$ cat src/rtl/mc_ctrl_pkg.sv
// Shared MIPS encodings for the multi-cycle controller: opcodes, funct codes,
// FSM states, datapath select codes and the decoded instruction classes.
package mips_defs;

    localparam logic [5:0] OP_RTYPE = 6'h00;
    localparam logic [5:0] OP_J     = 6'h02;
    localparam logic [5:0] OP_JAL   = 6'h03;
    localparam logic [5:0] OP_BEQ   = 6'h04;
    localparam logic [5:0] OP_ORI   = 6'h0D;
    localparam logic [5:0] OP_LUI   = 6'h0F;
    localparam logic [5:0] OP_LW    = 6'h23;
    localparam logic [5:0] OP_SW    = 6'h2B;

    localparam logic [5:0] FN_JR    = 6'h08;
    localparam logic [5:0] FN_ADDU  = 6'h21;
    localparam logic [5:0] FN_SUBU  = 6'h23;

    typedef enum logic [3:0] {
        S_FETCH  = 4'd0,
        S_DECODE = 4'd1,
        S_EXEC   = 4'd2,
        S_MEMADR = 4'd3,
        S_MEMRD  = 4'd4,
        S_MEMWB  = 4'd5,
        S_MEMWR  = 4'd6,
        S_ALUWB  = 4'd7,
        S_BRANCH = 4'd8,
        S_JUMP   = 4'd9
    } state_t;

    typedef enum logic [3:0] {
        C_RTYPE_ALU,
        C_ORI,
        C_LUI,
        C_LW,
        C_SW,
        C_BEQ,
        C_J,
        C_JAL,
        C_JR,
        C_ILLEGAL
    } instr_class_t;

    localparam logic [2:0] ALU_ADD   = 3'b000;
    localparam logic [2:0] ALU_SUB   = 3'b001;
    localparam logic [2:0] ALU_OR    = 3'b010;
    localparam logic [2:0] ALU_PASSB = 3'b011;

    localparam logic [1:0] EXT_ZERO  = 2'b00;
    localparam logic [1:0] EXT_SIGN  = 2'b01;
    localparam logic [1:0] EXT_HI16  = 2'b10;

    localparam logic [1:0] DST_RT    = 2'b00;
    localparam logic [1:0] DST_RD    = 2'b01;
    localparam logic [1:0] DST_RA    = 2'b10;

    localparam logic [1:0] WB_ALU    = 2'b00;
    localparam logic [1:0] WB_MEM    = 2'b01;
    localparam logic [1:0] WB_PC4    = 2'b10;

    localparam logic [1:0] NPC_PC4   = 2'b00;
    localparam logic [1:0] NPC_BR    = 2'b01;
    localparam logic [1:0] NPC_JMP   = 2'b10;
    localparam logic [1:0] NPC_RS    = 2'b11;

    // States whose exit retires an instruction.
    function automatic logic is_retire_state(input state_t s);
        return (s == S_ALUWB) || (s == S_MEMWB) || (s == S_MEMWR) ||
               (s == S_BRANCH) || (s == S_JUMP);
    endfunction

endpackage

$ cat src/rtl/mc_ctrl_if.sv
// Controller <-> datapath bundle: IR fields and alu flag in, enables/selects,
// debug state and performance counters out.
interface mc_ctrl_if #(parameter int CNT_W = 32);
    logic [5:0]       op;
    logic [5:0]       funct;
    logic             zero;
    logic             pc_wr;
    logic             ir_wr;
    logic             reg_wr;
    logic             mem_wr;
    logic             alu_src;
    logic [2:0]       alu_op;
    logic [1:0]       ext_op;
    logic [1:0]       reg_dst;
    logic [1:0]       mem_to_reg;
    logic [1:0]       npc_sel;
    logic [3:0]       state;
    logic             illegal;
    logic [CNT_W-1:0] instr_cnt;
    logic [CNT_W-1:0] cyc_cnt;

    modport master (
        input  op, funct, zero,
        output pc_wr, ir_wr, reg_wr, mem_wr, alu_src, alu_op, ext_op,
               reg_dst, mem_to_reg, npc_sel, state, illegal, instr_cnt, cyc_cnt
    );

    modport slave (
        output op, funct, zero,
        input  pc_wr, ir_wr, reg_wr, mem_wr, alu_src, alu_op, ext_op,
               reg_dst, mem_to_reg, npc_sel, state, illegal, instr_cnt, cyc_cnt
    );
endinterface

$ cat src/rtl/mc_ctrl_dec.sv
// Pure combinational op/funct -> instruction class; shared by next-state and
// output decoding so both always agree on what the instruction is.
module mc_ctrl_dec
    import mips_defs::*;
(
    input  logic [5:0]   op,
    input  logic [5:0]   funct,
    output instr_class_t cls
);
    always_comb begin
        cls = C_ILLEGAL;
        unique case (op)
            OP_RTYPE: begin
                if (funct == FN_ADDU || funct == FN_SUBU) cls = C_RTYPE_ALU;
                else if (funct == FN_JR)                  cls = C_JR;
                else                                      cls = C_ILLEGAL;
            end
            OP_ORI:  cls = C_ORI;
            OP_LUI:  cls = C_LUI;
            OP_LW:   cls = C_LW;
            OP_SW:   cls = C_SW;
            OP_BEQ:  cls = C_BEQ;
            OP_J:    cls = C_J;
            OP_JAL:  cls = C_JAL;
            default: cls = C_ILLEGAL;
        endcase
    end
endmodule

$ cat src/rtl/mc_ctrl.sv
// Multi-cycle MIPS control FSM: one instruction at a time, 2-5 cycles each.
// Moore outputs from state + IR fields; enables are held low during reset.
module mc_ctrl
    import mips_defs::*;
#(
    parameter int CNT_W = 32
) (
    input  logic       clk,
    input  logic       rst,
    mc_ctrl_if.master  bus
);
    state_t           cur_state;
    state_t           nxt_state;
    instr_class_t     cls;
    logic [CNT_W-1:0] instr_cnt;
    logic [CNT_W-1:0] cyc_cnt;

    logic       pc_wr_c, ir_wr_c, reg_wr_c, mem_wr_c, illegal_c, alu_src_c;
    logic [2:0] alu_op_c;
    logic [1:0] ext_op_c, reg_dst_c, mem_to_reg_c, npc_sel_c;

    mc_ctrl_dec u_dec (
        .op    (bus.op),
        .funct (bus.funct),
        .cls   (cls)
    );

    always_ff @(posedge clk or negedge rst) begin
        if (!rst) cur_state <= S_FETCH;
        else      cur_state <= nxt_state;
    end

    always_comb begin
        nxt_state = S_FETCH;
        case (cur_state)
            S_FETCH:  nxt_state = S_DECODE;
            S_DECODE: begin
                case (cls)
                    C_RTYPE_ALU, C_ORI, C_LUI:  nxt_state = S_EXEC;
                    C_LW, C_SW:                 nxt_state = S_MEMADR;
                    C_BEQ:                      nxt_state = S_BRANCH;
                    C_J, C_JAL, C_JR:           nxt_state = S_JUMP;
                    default:                    nxt_state = S_FETCH;
                endcase
            end
            S_EXEC:   nxt_state = S_ALUWB;
            S_MEMADR: nxt_state = (cls == C_SW) ? S_MEMWR : S_MEMRD;
            S_MEMRD:  nxt_state = S_MEMWB;
            default:  nxt_state = S_FETCH;
        endcase
    end

    always_comb begin
        pc_wr_c      = 1'b0;
        ir_wr_c      = 1'b0;
        reg_wr_c     = 1'b0;
        mem_wr_c     = 1'b0;
        illegal_c    = 1'b0;
        alu_src_c    = 1'b0;
        alu_op_c     = ALU_ADD;
        ext_op_c     = EXT_ZERO;
        reg_dst_c    = DST_RT;
        mem_to_reg_c = WB_ALU;
        npc_sel_c    = NPC_PC4;
        case (cur_state)
            S_FETCH: begin
                ir_wr_c   = 1'b1;
                pc_wr_c   = 1'b1;
                npc_sel_c = NPC_PC4;
            end
            S_DECODE: illegal_c = (cls == C_ILLEGAL);
            // ALUWB keeps the EXEC operand selects so the alu result stays stable.
            S_EXEC, S_ALUWB: begin
                case (cls)
                    C_RTYPE_ALU: alu_op_c = (bus.funct == FN_SUBU) ? ALU_SUB : ALU_ADD;
                    C_ORI: begin
                        alu_op_c  = ALU_OR;
                        alu_src_c = 1'b1;
                        ext_op_c  = EXT_ZERO;
                    end
                    C_LUI: begin
                        alu_op_c  = ALU_PASSB;
                        alu_src_c = 1'b1;
                        ext_op_c  = EXT_HI16;
                    end
                    default: ;
                endcase
                if (cur_state == S_ALUWB) begin
                    reg_wr_c     = 1'b1;
                    reg_dst_c    = (cls == C_RTYPE_ALU) ? DST_RD : DST_RT;
                    mem_to_reg_c = WB_ALU;
                end
            end
            S_MEMADR, S_MEMRD, S_MEMWR: begin
                alu_op_c  = ALU_ADD;
                alu_src_c = 1'b1;
                ext_op_c  = EXT_SIGN;
                mem_wr_c  = (cur_state == S_MEMWR);
            end
            S_MEMWB: begin
                reg_wr_c     = 1'b1;
                reg_dst_c    = DST_RT;
                mem_to_reg_c = WB_MEM;
            end
            S_BRANCH: begin
                alu_op_c  = ALU_SUB;
                alu_src_c = 1'b0;
                ext_op_c  = EXT_SIGN;
                npc_sel_c = NPC_BR;
                pc_wr_c   = bus.zero;
            end
            S_JUMP: begin
                pc_wr_c = 1'b1;
                case (cls)
                    C_JR:  npc_sel_c = NPC_RS;
                    C_JAL: begin
                        npc_sel_c    = NPC_JMP;
                        reg_wr_c     = 1'b1;
                        reg_dst_c    = DST_RA;
                        mem_to_reg_c = WB_PC4;
                    end
                    default: npc_sel_c = NPC_JMP;
                endcase
            end
            default: ;
        endcase
    end

    always_ff @(posedge clk or negedge rst) begin
        if (!rst) begin
            instr_cnt <= '0;
            cyc_cnt   <= '0;
        end else begin
            cyc_cnt <= cyc_cnt + 1'b1;
            if (is_retire_state(cur_state)) instr_cnt <= instr_cnt + 1'b1;
        end
    end

    // FETCH asserts enables, so they must be explicitly masked while in reset.
    assign bus.pc_wr      = rst & pc_wr_c;
    assign bus.ir_wr      = rst & ir_wr_c;
    assign bus.reg_wr     = rst & reg_wr_c;
    assign bus.mem_wr     = rst & mem_wr_c;
    assign bus.illegal    = rst & illegal_c;
    assign bus.alu_src    = alu_src_c;
    assign bus.alu_op     = alu_op_c;
    assign bus.ext_op     = ext_op_c;
    assign bus.reg_dst    = reg_dst_c;
    assign bus.mem_to_reg = mem_to_reg_c;
    assign bus.npc_sel    = npc_sel_c;
    assign bus.state      = cur_state;
    assign bus.instr_cnt  = instr_cnt;
    assign bus.cyc_cnt    = cyc_cnt;

endmodule

$ cat src/flat_wrapper.sv
// flat-port wrapper written by rule: the top's interface ports become plain ports
module mc_ctrl_flat import mips_defs::*;
#(
    parameter int CNT_W = 32
)
  (clk, rst, bus_op, bus_funct, bus_zero, bus_pc_wr, bus_ir_wr, bus_reg_wr, bus_mem_wr, bus_alu_src, bus_alu_op, bus_ext_op, bus_reg_dst, bus_mem_to_reg, bus_npc_sel, bus_state, bus_illegal, bus_instr_cnt, bus_cyc_cnt);
  mc_ctrl_if #(.CNT_W(CNT_W)) bus_i ();
  input  logic clk;
  input  logic rst;
  input wire logic [$bits(bus_i.op)-1:0] bus_op;
  input wire logic [$bits(bus_i.funct)-1:0] bus_funct;
  input wire logic [$bits(bus_i.zero)-1:0] bus_zero;
  output wire logic [$bits(bus_i.pc_wr)-1:0] bus_pc_wr;
  output wire logic [$bits(bus_i.ir_wr)-1:0] bus_ir_wr;
  output wire logic [$bits(bus_i.reg_wr)-1:0] bus_reg_wr;
  output wire logic [$bits(bus_i.mem_wr)-1:0] bus_mem_wr;
  output wire logic [$bits(bus_i.alu_src)-1:0] bus_alu_src;
  output wire logic [$bits(bus_i.alu_op)-1:0] bus_alu_op;
  output wire logic [$bits(bus_i.ext_op)-1:0] bus_ext_op;
  output wire logic [$bits(bus_i.reg_dst)-1:0] bus_reg_dst;
  output wire logic [$bits(bus_i.mem_to_reg)-1:0] bus_mem_to_reg;
  output wire logic [$bits(bus_i.npc_sel)-1:0] bus_npc_sel;
  output wire logic [$bits(bus_i.state)-1:0] bus_state;
  output wire logic [$bits(bus_i.illegal)-1:0] bus_illegal;
  output wire logic [$bits(bus_i.instr_cnt)-1:0] bus_instr_cnt;
  output wire logic [$bits(bus_i.cyc_cnt)-1:0] bus_cyc_cnt;
  assign bus_i.op = bus_op;
  assign bus_i.funct = bus_funct;
  assign bus_i.zero = bus_zero;
  assign bus_pc_wr = bus_i.pc_wr;
  assign bus_ir_wr = bus_i.ir_wr;
  assign bus_reg_wr = bus_i.reg_wr;
  assign bus_mem_wr = bus_i.mem_wr;
  assign bus_alu_src = bus_i.alu_src;
  assign bus_alu_op = bus_i.alu_op;
  assign bus_ext_op = bus_i.ext_op;
  assign bus_reg_dst = bus_i.reg_dst;
  assign bus_mem_to_reg = bus_i.mem_to_reg;
  assign bus_npc_sel = bus_i.npc_sel;
  assign bus_state = bus_i.state;
  assign bus_illegal = bus_i.illegal;
  assign bus_instr_cnt = bus_i.instr_cnt;
  assign bus_cyc_cnt = bus_i.cyc_cnt;
  mc_ctrl #(.CNT_W(CNT_W)) u_core (.clk(clk), .rst(rst), .bus(bus_i));
endmodule
$ cat config.mk
export PLATFORM = sky130hd
export DESIGN_NAME = mc_ctrl_flat
export DESIGN_NICKNAME = d
export VERILOG_FILES = /design/src/rtl/mc_ctrl_pkg.sv /design/src/rtl/mc_ctrl_if.sv /design/src/rtl/mc_ctrl_dec.sv /design/src/rtl/mc_ctrl.sv /design/src/flat_wrapper.sv
export SDC_FILE = /design/constraint.sdc
export NUM_CORES = 1
export LEC_CHECK = 0
export BUFFER_PORTS_ARGS = -buffer_cell sky130_fd_sc_hd__buf_2
export CORE_MARGIN = 4
export CORE_UTILIZATION = 55
export CTS_BUF_LIST = sky130_fd_sc_hd__clkbuf_2
export DETAILED_ROUTE_END_ITERATION = 7
export PLACE_DENSITY = 0.94
export SETUP_SLACK_MARGIN = 0.15
export SLEW_MARGIN = 20
export SYNTH_ARGS = -nofsm -noshare
export SYNTH_HDL_FRONTEND = slang
export SYNTH_HIERARCHICAL = 1
export SYNTH_SLANG_ARGS = --single-unit
$ cat constraint.sdc
create_clock -name clk -period 5.05 [get_ports clk]
set_clock_uncertainty 0.1 [all_clocks]
set_input_delay 0.7575 -clock clk [delete_from_list [all_inputs] [get_ports clk]]
set_output_delay 0.7575 -clock clk [all_outputs]
set_load 0.005 [all_outputs]
# Word-level counts from Yosys, hierarchy flattened
# Memories as Yosys holds them, arrays and structs flattened.
# Index checks and enable logic that the tools add are counted.
dict set report word_totals {
  regBits 68
  latch_bits 0
  ram_bits 0
  rom_bits 48
  inputBits 15
  output_inout_bits 85
  word_cells 75
  n_memories 1
}
# name words width read_ports rd_ports_with_merged_regs wr line_no
set memory_table {}
lappend memory_table {{(name not given)} 16 3 1 0 0 mc_ctrl.sv:38} ;# case (cls)
dict set report op_classes {
  n_addsub 2
  multipliers 0
  div_mod_pow 0
  magnitude_cmp 0
  n_eq_ne 25
  n_shift 0
  n_mux 26
  bitwise_logic 5
  n_reduce_logical 13
}
# op n
set ops {}
lappend ops {{adder 32 x 1 -> 32 bit, second input constant} 2}
lappend ops {{one-hot mux 4 bit (8 select lines)} 1}
lappend ops {{equality test 4 x 3 -> 1 bit, second input constant} 6}
lappend ops {{equality test 6 bit, second input constant} 4}
lappend ops {{one-hot mux 4 bit (5 select lines)} 1}
lappend ops {{equality test 6 x 4 -> 1 bit, second input constant} 3}
lappend ops {{equality test 4 bit, second input constant} 4}
lappend ops {{one-hot mux 2 bit (2 select lines)} 4}
lappend ops {{equality test 4 x 2 -> 1 bit, second input constant} 3}
lappend ops {{equality test 6 x 2 -> 1 bit, second input constant} 2}
lappend ops {{2-to-1 mux 1 bit} 10}
lappend ops {{one-hot mux 3 bit (3 select lines)} 1}
lappend ops {{equality test 4 x 1 -> 1 bit, second input constant} 2}
lappend ops {{zero test 4 bit} 2}
lappend ops {{2-to-1 mux 2 bit} 4}
lappend ops {{equality test 6 x 3 -> 1 bit, second input constant} 1}
lappend ops {{zero test 6 bit} 1}
lappend ops {{one-hot mux 3 bit (2 select lines)} 1}
lappend ops {{OR reduction 2 bit} 3}
lappend ops {{bitwise AND 1 bit} 5}
lappend ops {{logical OR 1 bit} 5}
lappend ops {{2-to-1 mux 4 bit} 1}
lappend ops {{one-hot mux 1 bit (2 select lines)} 2}
lappend ops {{OR reduction 4 bit} 1}
lappend ops {{other kinds (2)} 2}

# Logic depth before layout (Yosys ltp)
# Gate-level depths: netlist of run 1.
dict set report depth {
  word_depth 8
  mapped_depth 10
  depth_no_buf 9
}

# Modules after synthesis
# Netlist of run 1, hierarchy kept.
# module n_inst cells_per_inst area_each_um2
set by_module_without_submodules {}
lappend by_module_without_submodules {mc_ctrl 1 322 3355.7}
lappend by_module_without_submodules {mc_ctrl_dec 1 26 160.2}

# Least setup slack after synthesis of run 1
# OpenSTA, ideal clock, no wires.
dict set report synth_path {
  path_type {in2out}
  start {input bus_funct[3]}
  end {output bus_alu_op[0]}
  arrival_ns 2.458
  t_required_ns 4.193
  setup_slack_ns 1.734
  path_stages 6
  n_path_buf 0
  path_cell_list {or4_1 > nand4_1 > nand2_1 > or3_1 > or4_1 > o21ai_1}
}
dict set report synth_via {
  elab_chain_len 7
}
# element line_no
set synth_lines {}
lappend synth_lines {{from (decl)} flat_wrapper.sv:11} ;# input wire logic [$bits(bus_i.funct)-1:0] bus_funct;
lappend synth_lines {{equality test 6 bit} mc_ctrl_dec.sv:14} ;# if (funct == FN_ADDU || funct == FN_SUBU) cls = C_RTYPE_ALU;
lappend synth_lines {{logical OR 1 bit (*)} mc_ctrl_dec.sv:14}
lappend synth_lines {{2-to-1 mux 4 bit (*)} mc_ctrl_dec.sv:14}
lappend synth_lines {{one-hot mux 4 bit (8 select lines) (*)} mc_ctrl_dec.sv:12} ;# unique case (op)
lappend synth_lines {{via u_core.cls[3]} mc_ctrl.sv:14} ;# instr_class_t cls;
lappend synth_lines {{equality test 4 x 2 -> 1 bit, or another cell as far along} mc_ctrl.sv:74} ;# case (cls)
lappend synth_lines {{one-hot mux 3 bit (3 select lines) (*)} mc_ctrl.sv:74}
lappend synth_lines {{one-hot mux 3 bit (2 select lines) (*)} mc_ctrl.sv:65} ;# case (cur_state)
lappend synth_lines {{to (decl)} flat_wrapper.sv:18} ;# output wire logic [$bits(bus_i.alu_op)-1:0] bus_alu_op;
# The timed path passes the listed nets; every way through them passes the cells marked *.

# Worst setup path after layout of run 1
dict set report layout_path {
  start {input bus_op[0]}
  end {output bus_reg_wr}
}
dict set report layout_via {
  elab_chain_len 6
}
# element line_no
set layout_lines {}
lappend layout_lines {{from (decl)} flat_wrapper.sv:10} ;# input wire logic [$bits(bus_i.op)-1:0] bus_op;
lappend layout_lines {{equality test 6 x 2 -> 1 bit, or another cell as far along} mc_ctrl_dec.sv:12}
lappend layout_lines {{one-hot mux 4 bit (8 select lines) (*)} mc_ctrl_dec.sv:12}
lappend layout_lines {{via u_core.cls[0]} mc_ctrl.sv:14}
lappend layout_lines {{equality test 4 x 3 -> 1 bit (*)} mc_ctrl.sv:114} ;# case (cls)
lappend layout_lines {{2-to-1 mux 1 bit (*)} mc_ctrl.sv:114}
lappend layout_lines {{one-hot mux 1 bit (3 select lines) (*)} mc_ctrl.sv:65}
lappend layout_lines {{bitwise AND 1 bit (*)} mc_ctrl.sv:142} ;# assign bus.reg_wr = rst & reg_wr_c;
lappend layout_lines {{to (decl)} flat_wrapper.sv:15} ;# output wire logic [$bits(bus_i.reg_wr)-1:0] bus_reg_wr;
# Marks and branches as above.

==> impl_metrics.toml, run 1 <==
[status]
status = "finished, final reports clean"

[yosys]
synthDistinctLibCells = 52
synth_seq_area_share_pct = 48.40
async_flop_share_pct = 100.0
syn_avg_cell_area_sq_um = 10.10
synth-seq-cells = 68
syn_inst = 348
synth_top_cell_by_area = "dfrtp_1"
synth-compound-area-share_pct = 5.302
synth_top_cells_by_area = "dfrtp_1 (48%), xnor2_1 (11%), xor2_1 (4.7%)"
synth_fp_nets = 365
ys.flop_type = "dfrtp_1"
synth_xor_area_share_pct = 15.69
synth_simple_gate_area_share_pct = 27.01
synthAdderAreaFrac_pct = 0.7117
synth_warnings = 6
synth_edf_count = 0
synth_top_area_share_pct = 48.40
syn_area_sq_um = 3516
synth_top_family_by_area = "simple AND/OR/NAND/NOR gates"
muxShareOfSynthArea_pct = 0

[floorplan]
die_y_microns = 87.96
initial_utilization_pct = 58.01
io_pins = 100
fp.dieW_microns = 87.96
rows = 28
coreArea_sq_um = 6061
dieArea_sq_um = 7736

[setup_path]
endpoint_kind = "output port"
critical_path_class = "input pin to output port"
ff2ff_path_depth = 5
cp.arrival_ns = 2.77
worstPathRequired_ns = 4.19
crit_path_max_fanout = 9
start_kind = "input pin"

[global_routing]
grt_max_degree = 55
grt_pass1_vias = 2864
grtUsageTotal_pct = 21.66
grt_pass1_wl_microns = 13250
antenna_found_initial = 0
globalRouteOverflowTotal = 0

[final_layout]
drive_gt1_share_pct = 28.70
fillers = 487
fin_cells = 528
mostFrequentLayoutCell = "buf_2"
antenna_cells = 0
layout_common_cells = "buf_2 (98), dfrtp_1 (68), xnor2_1 (44), nand2_1 (36), nor2_1 (26)"
stdcell_area_sq_um = 4159
nets = 465
syn_to_final_growth_pct = 18.29

[power_and_ir_drop]
seq_power_share_pct = 53.8
p_per_area_nw_per_um2 = 280.2
internal_power_uw = 785.7
clkPwrFrac_pct = 25.8
finalPower_uw = 1165
combinationalPowerShare_pct = 20.4
netSwitchingFraction_pct = 32.58
leakage_uw = 0.002175
power.net_switching_uw = 379.7
max-vdd-ir-drop_v = 0.0001988

[sta]
hold_viol = 0
worst_pin_slew_ns = 0.6789
period_share_pct = 71.80
slew_headroom_pct = 54.36
slew_viol_final = 0
finalSetupViolCount = 0
hold_slack_ns = 0.1042
min_period_ns = 3.626
fin_setup_tns_ns = 0
rsz0062_at_grt = "false"
fmax_ghz = 0.2758

[cts]
cts_resized = 0
cts_buffer_depth = 2
clock_sinks = 68
cts_buffers = 9
worstSkewPairLatency_ns = 0.46
post-cts-setup-buffers = 0
clkTransAtPathRegs_ns = 0.18
cts_hold_buf = 0
cts_root_buffer = "clkbuf_2"
h-tree-depth = 3
cts_tree = "done"

[drt]
routed_via_density = 5.631
wl_per_cell_microns = 15.15
wl_met1_microns = 3378
vias = 2973
first_iter_violations = 164
wl_met3_microns = 505
antenna_left = 0
drcViolationCount = 0
drt_wl_total_microns = 7997
dr.max_layer_used = "met4"
wl_met2_microns = 3950
drtPass1Iterations = 5

[place]
hpwl_microns = 5972
dp_cells = 512
placed_area_sq_um = 4051
gp_congestion = 0.9062
io_buffers = 98

[job]
maxCapViolCount = 0

[min_path]
min_path_type = "input pin to asynchronous set/reset pin"
-- kinds of logic after synthesis --
group,after synthesis
DFF,68
other,1
AOI/OAI and AO/OA,27
buffers and inverters,21
xor gates and xnor gates,63
adders and majority gates,2
and+or+nand+nor,166
-- stage by stage --
| stage | util, % | setup slack (ns) |
|---|---|---|
| 2_1_floorplan | - | 1.734 |
| 3_3_place_gp | 66.85 | 1.478 |
| 3_5_place_dp | 66.85 | 1.448 |
| 4_1_cts | 68.62 | 1.448 |
| 5_1_grt | 68.62 | 1.120 |
| 6_report | 68.62 | 1.424 |
-- synth_stat cells, types with 3 or more instances --
cell type and n:
dfrtp_1 68, xnor2_1 44, nand2_1 36, nor2_1 26
nand3_1 25, xor2_1 19, nand4_1 14, and3_1 13
inv_1 11, nor3_1 11, a21oi_1 8, and4_1 7
clkbuf_1 6, o21ai_0 5, nand2b_1 4, or3_1 4
nor4_2 3
-- worst paths after layout --
path	startpoint	end	slack, ns
worst max-delay path	bus_op[0]	bus_reg_wr	1.42
worst min-delay path	rst	u_core/bus.cyc_cnt[1]	0.10
worst max register to register	u_core/bus.state[3]	u_core/bus.instr_cnt[31]	2.90
worst min register to register	u_core/bus.instr_cnt[31]	u_core/bus.instr_cnt[31]	0.39
max in group asynchronous	rst	u_core/bus.cyc_cnt[5]	3.74
min in group clk	u_core/bus.instr_cnt[31]	u_core/bus.instr_cnt[31]	0.39
-- state kept, by name, indices dropped and copies added (netlist names) --
signal                flops
u_core/bus.state          4
u_core/bus.cyc_cnt       32
u_core/bus.instr_cnt     32
-- layer usage --
metal | global-route usage [%] | vias to the layer above
met4 | 9.763 | 0
met3 | 4.045 | 14
met2 | 35.21 | 116
li1 | - | 1409
met5 | 0 | -
met1 | 28.21 | 1434
-- area by class of cell --
type,count,area (sq um),share of cell area (%)
multi-input combinational,259,1717,41.28
sequential,68,1702,40.91
timing repair buffer,99,498.0,11.97
tap,75,93.84,2.256
clock buffer,11,55.05,1.324
clock inverter,5,52.55,1.264
inverter,11,41.29,0.9928
-- critical path, stage by stage --
cell and delay (ns):
buf_2 0.13, nor2_1 0.22, a32oi_1 0.15, o22a_1 0.20, o221ai_1 0.55, nand4_1 0.24
nor2_1 0.18, inv_1 0.05, a21boi_0 0.15, buf_2 0.13
-- power by group through the flow --
stage / clock [uW] / sequential, uW / combinational, uW
after floorplan: 0 / 608 / 172
after CTS: 314 / 626 / 238
after global placement: 0 / 633 / 228
final: 301 / 627 / 237
after detailed placement: 0 / 635 / 237
after global routing: 338 / 636 / 267
(Power assumes the default switching activity.)
==> run 2, diff against run 1 <==
ABC_AREA = 1   (was default)
PLACE_DENSITY = 0.91   (was 0.94)
clock period = 3.45 ns   (was 5.05 ns; I/O delays follow)
==> run 2 against run 1 <==
  * Non-clock buffer count rose by 2
  * Cell count rose by 51%
  * Cell area rose by 23%
  * Routed wire length rose by 37%
  * Synthesized cell count rose by 67%
  * First-iteration DRC count rose by 24%
  * Die area rose by 20%
  * Critical endpoint is now bus_alu_op[0]
  * Largest power group unchanged
  * Highest routed layer unchanged
==> impl_metrics.toml, run 2 <==
[yosys]
muxShareOfSynthArea_pct = 0.3485
netlist_top_cells_count = "nand2_1 (176), inv_1 (77), nor2_1 (74)"
synth_top_cells_by_area = "dfrtp_1 (40%), nand2_1 (15%), inv_1 (6.7%)"
synth_edf_count = 0
synthDistinctLibCells = 35
synth_seq_area_share_pct = 39.50
async_flop_share_pct = 100.0
syn_inst = 582
synthAdderAreaFrac_pct = 0.5809
synth_fp_nets = 599
synth_warnings = 6
synth_top_family_by_area = "simple AND/OR/NAND/NOR gates"
syn_area_sq_um = 4308
synth-seq-cells = 68
synth-compound-area-share_pct = 1.888
synth_top_area_share_pct = 39.50
synth_xor_area_share_pct = 6.303
syn_avg_cell_area_sq_um = 7.402
synth_simple_gate_area_share_pct = 43.60
yosysMostFrequentCell = "nand2_1"
synth_top_cell_by_area = "dfrtp_1"
ys.flop_type = "dfrtp_1"

[setup_path]
start_kind = "input pin"
rrSetupSlack_ns = 1.69
cp-startpoint = "bus_op[0]"
crit_path_max_fanout = 7
r2r_end = "u_core/bus.instr_cnt[20]"
worstPathRequired_ns = 2.83
ff2ff_path_depth = 8
cp.arrival_ns = 2.14
critical_path_class = "input pin to output port"
worstReg2RegStart = "u_core/bus.instr_cnt[0]"
endpoint_kind = "output port"

[min_path]
hold_end = "u_core/bus.cyc_cnt[30]"
worstHoldStart = "u_core/bus.cyc_cnt[30]"
min_path_type = "register to register"
holdPathStages = 2

[final_layout]
stdcell_area_sq_um = 5107
syn_to_final_growth_pct = 18.56
mostFrequentLayoutCell = "nand2_1"
antenna_cells = 0
utilization_pct = 66.44
nets = 709
drive_gt1_share_pct = 23.10
layout_common_cells = "nand2_1 (176), buf_2 (98), inv_1 (77), nor2_1 (74), dfrtp_1 (68)"

[floorplan]
dieArea_sq_um = 9312
rows = 32
coreArea_sq_um = 7687
io_pins = 100
die_y_microns = 96.50
initial_utilization_pct = 56.04
fp.dieW_microns = 96.50

[sta]
fmax_ghz = 0.3632
finalSetupViolCount = 0
period_share_pct = 79.81
min_period_ns = 2.754
slew_viol_final = 0
fin_setup_tns_ns = 0
setup_ws_ns = 0.6964
hold_viol = 0
rsz0062_at_grt = "false"

[cts]
cts_buffers = 9
cts_buffer_depth = 2
cts_root_buffer = "clkbuf_2"
post-cts-setup-buffers = 0
worstSkewPairLatency_ns = 0.49
cts_tree = "done"
h-tree-depth = 3
clock_sinks = 68
clkTransAtPathRegs_ns = 0.16

[place]
hpwl_microns = 8390
gp_congestion = 0.9813
io_buffers = 98
placed_area_sq_um = 4913
pre_cts_ws_ns = 0.7702

[global_routing]
grt_max_degree = 40
grt_pass1_wl_microns = 18020
grt_pass1_vias = 4078
globalRouteOverflowTotal = 0
antenna_found_initial = 0
grtUsageTotal_pct = 24.21

[power_and_ir_drop]
combinationalPowerShare_pct = 20.2
seq_power_share_pct = 45.8
finalPower_uw = 1965
clkPwrFrac_pct = 34.0
netSwitchingFraction_pct = 30.35
max-vdd-ir-drop_v = 0.0003166
p_per_area_nw_per_um2 = 384.8
internal_power_uw = 1369
power.net_switching_uw = 596.4
leakage_uw = 0.002765

[drt]
wl_per_cell_microns = 13.68
routed_via_density = 5.375
drcViolationCount = 0
antenna_left = 0
drtPass1Iterations = 5
first_iter_violations = 204
drt_wl_total_microns = 10930
vias = 4295

[status]
status = "finished, final reports clean"

[job]
maxCapViolCount = 0
## run 2: worst max path at each step
stage / endpoint / cells past startpoint
after floorplan: bus_reg_wr / 11
after global placement: bus_alu_op[0] / 15
after detailed placement: bus_alu_op[0] / 15
after CTS: bus_mem_wr / 6
after global routing: bus_alu_op[0] / 16
final: bus_alu_op[0] / 15
## run 2: layout make-up
cell class	instances	area, sq um
clock buffers	9	45.04
clock inverters	7	138.9
fillers	646	2580
inverters	81	304.0
multi-input cells	431	2275
flip-flops and latches	68	1702
well taps	102	127.6
repair buffers	101	515.5
## run 2: repair_timing
| action | CTS | global route |
|---|---|---|
| gates resized for setup | 0 | 0 |
| endpoints found under the setup margin | 0 | 0 |
| hold buffers | 1 | 0 |
| endpoints found under the hold margin | 68 | 0 |
## run 2: critical path: stages
cell	delay (ns)
buf_2	0.12
nor2_1	0.19
nand3_1	0.17
nand2_1	0.13
nor2_1	0.06
nand2_1	0.07
nand2_1	0.10
inv_1	0.08
nand2_1	0.14
nor2_1	0.17
nand4_1	0.10
nand2_1	0.07
nand2_1	0.05
nand2_1	0.05
buf_2	0.11
## run 2: power groups by stage
| stage | combinational (uW) | clock, uW | sequential [uW] |
|---|---|---|---|
| global placement | 371 | 0 | 912 |
| global route | 429 | 727 | 911 |
| CTS | 395 | 689 | 901 |
| floorplan | 249 | 0 | 909 |
| detailed placement | 392 | 0 | 916 |
| finish | 397 | 668 | 900 |
## run 2: metal layers
metal	share of wire (%)	GRT usage, %	wire length [microns]	vias up
met5	0	0	0	-
met3	7.1	6.042	774	39
met4	3.6	10.05	389	0
met2	50	41.95	5416	202
met1	40	28.52	4352	1993
li1	-	-	-	2061
## run 2: kinds of logic (layout without fill, tap and decap cells)
group / Yosys count / in the layout
AND/OR/NAND/NOR: 382 / 382
buffers and inverters: 83 / 198
flip-flops: 68 / 68
XOR/XNOR: 31 / 31
AO/OA/AOI/OAI: 14 / 14
adder cells (fa/ha/maj): 2 / 2
other: 1 / 1
multiplexers: 1 / 1
## run 2: stage by stage
stage | instances | hold slack (ns)
floorplan | 582 | 0.1219
global placement | 782 | 0.3665
detailed placement | 782 | 0.3835
CTS | 799 | 0.4256
global route | 799 | 0.4331
finish | 799 | 0.4327
==> run 3, diff against run 2 <==
ABC_AREA = 0   (was 1)
CORE_UTILIZATION = 54   (was 55)
PLACE_DENSITY = 0.92   (was 0.91)
clock period = 2.6 ns   (was 3.45 ns; I/O delays follow)
==> run 3 against run 2 <==
  * The run now ends with setup timing left
  * Clock-buffer cell count unchanged
  * Largest power group unchanged
  * Largest cell class unchanged
  * Sequential share of layout area up 3.5 points
  * Sequential power up 34%
  * Combinational power up 44%
==> impl_metrics.toml, run 3 (same netlist as run 1, synthesis figures left out) <==
[place]
hpwl_microns = 5952
gp_congestion = 0.9172
io_buffers = 98
dp_cells = 531
pre_cts_ws_ns = -0.1877

[final_layout]
register_area_sq_um = 1704
multi_input_area_sq_um = 1812
mostFrequentLayoutCell = "buf_2"
fillers = 441
fin_cells = 567
utilization_pct = 72.89
layout_common_cells = "buf_2 (95), dfrtp_1 (66), xnor2_1 (44), nand2_1 (36), buf_4 (32)"
antenna_cells = 0
syn_to_final_growth_pct = 31.64
drive_gt1_share_pct = 37.14
nets = 502

[power_and_ir_drop]
leakage_uw = 0.002411
netSwitchingFraction_pct = 31.06
combinationalPowerShare_pct = 22.1
p_per_area_nw_per_um2 = 556.6
seq_power_share_pct = 47.1
internal_power_uw = 1776
power.net_switching_uw = 800.1
clkPwrFrac_pct = 30.8
max-vdd-ir-drop_v = 0.0004337
finalPower_uw = 2576

[sta]
fin_setup_tns_ns = -0.1921
finalSetupViolCount = 4
worst_pin_slew_ns = 0.7108
slew_headroom_pct = 52.61
min_period_ns = 2.713
period_share_pct = 104.3
setup_ws_ns = -0.1126
fmax_ghz = 0.3686
slew_viol_final = 0
rsz0062_at_grt = "true"
hold_viol = 0

[cts]
cts_root_buffer = "clkbuf_2"
cts_buffer_depth = 2
cts_tree = "done"
worstSkewPairLatency_ns = 0.50
cts_buffers = 9
h-tree-depth = 3
clock_sinks = 68
clkTransAtPathRegs_ns = 0.19

[floorplan]
rows = 29
io_pins = 100
fp.dieW_microns = 88.69
coreArea_sq_um = 6350
dieArea_sq_um = 7866
initial_utilization_pct = 55.37
die_y_microns = 88.69

[setup_path]
cp.arrival_ns = 2.22
crit_path_max_fanout = 3
worstPathRequired_ns = 2.11
endpoint_kind = "output port"
start_kind = "input pin"
critical_path_class = "input pin to output port"

[drt]
routed_via_density = 5.628
wl_per_cell_microns = 15.75
antenna_left = 0
vias = 3191
drt_wl_total_microns = 8932
first_iter_violations = 160
drcViolationCount = 0
drtPass1Iterations = 5

[min_path]
min_path_type = "input pin to asynchronous set/reset pin"

[global_routing]
globalRouteOverflowTotal = 0
grt_pass1_vias = 3021
grt_pass1_wl_microns = 13610
grt_max_degree = 60
grtUsageTotal_pct = 21.94
antenna_found_initial = 0

[status]
status = "finished with violations"
violations = "setup timing"

[job]
maxCapViolCount = 0
run 3: cell count changes in the layout (fill, tap and decap cells not counted), moves of 6 or more:
cell	change
buf_6	+8
xnor2_1	+30
inv_1	-67
nand3b_1	-10
nor2_1	-52
nand3_1	-18
nand2_1	-140
nand3_2	-6
nor3_1	-6
nor2_4	-12
and3_1	+13
and4_1	+7
buf_4	+30
run 3: critical path, cell delays in order:
cell and delay, ns:
buf_6 0.09, or4_4 0.51, nand4_1 0.11, nand2_1 0.10
or3_4 0.35, or4_4 0.43, o21ai_1 0.12, buf_2 0.12
run 3: power by group through the flow:
stage               registers [uW]  clock network (uW)  logic [uW]
floorplan                     1180                   0         334
CTS                           1200                 818         524
finish                        1210                 793         570
global route                  1220                 863         633
global placement              1230                   0         468
detailed placement            1230                   0         477
run 3: layout make-up:
type	count	share of cell area, %
clock buffers	9	0.9732
clock inverters	7	2.460
inverters	11	0.8921
multi-input cells	259	39.15
flip-flops and latches	68	36.82
well taps	77	2.082
repair buffers	136	17.63
run 3: final timing paths:
kind	depth (start not counted)	endpoint	slack, ns	from
worst max-delay path	8	bus_alu_op[0]	-0.11	bus_funct[3]
worst min-delay path	2	u_core/bus.state[2]	0.24	rst
worst max register to register	8	u_core/bus.instr_cnt[28]	0.30	u_core/bus.state[1]
worst min register to register	1	u_core/bus.cyc_cnt[31]	0.38	u_core/bus.cyc_cnt[31]
max in group asynchronous	3	u_core/bus.instr_cnt[17]	1.15	rst
min in group clk	1	u_core/bus.cyc_cnt[31]	0.38	u_core/bus.cyc_cnt[31]
run 3: timing repair:
action	4_1_cts	5_1_grt
hold endpoints to repair	9	0
endpoints found under the setup margin	9	11
buffers inserted	10	9
resized for setup	16	17
hold buffers	1	0
pin swaps	9	8
run 3: per-stage QoR:
stage	cell area [sq um]	hold slack, ns
finish	4628	0.2384
CTS	4496	0.1872
global placement	4182	0.1863
floorplan	3516	-0.005591
detailed placement	4182	0.1904
global route	4628	0.1718
run 3: routing by layer:
metal	track usage [%]	up-vias	part of all wire (%)
met1	28.27	1543	42
met2	36.03	138	49
met3	4.097	29	6.2
li1	-	1481	-
met4	9.615	0	2.9
met5	0	-	0
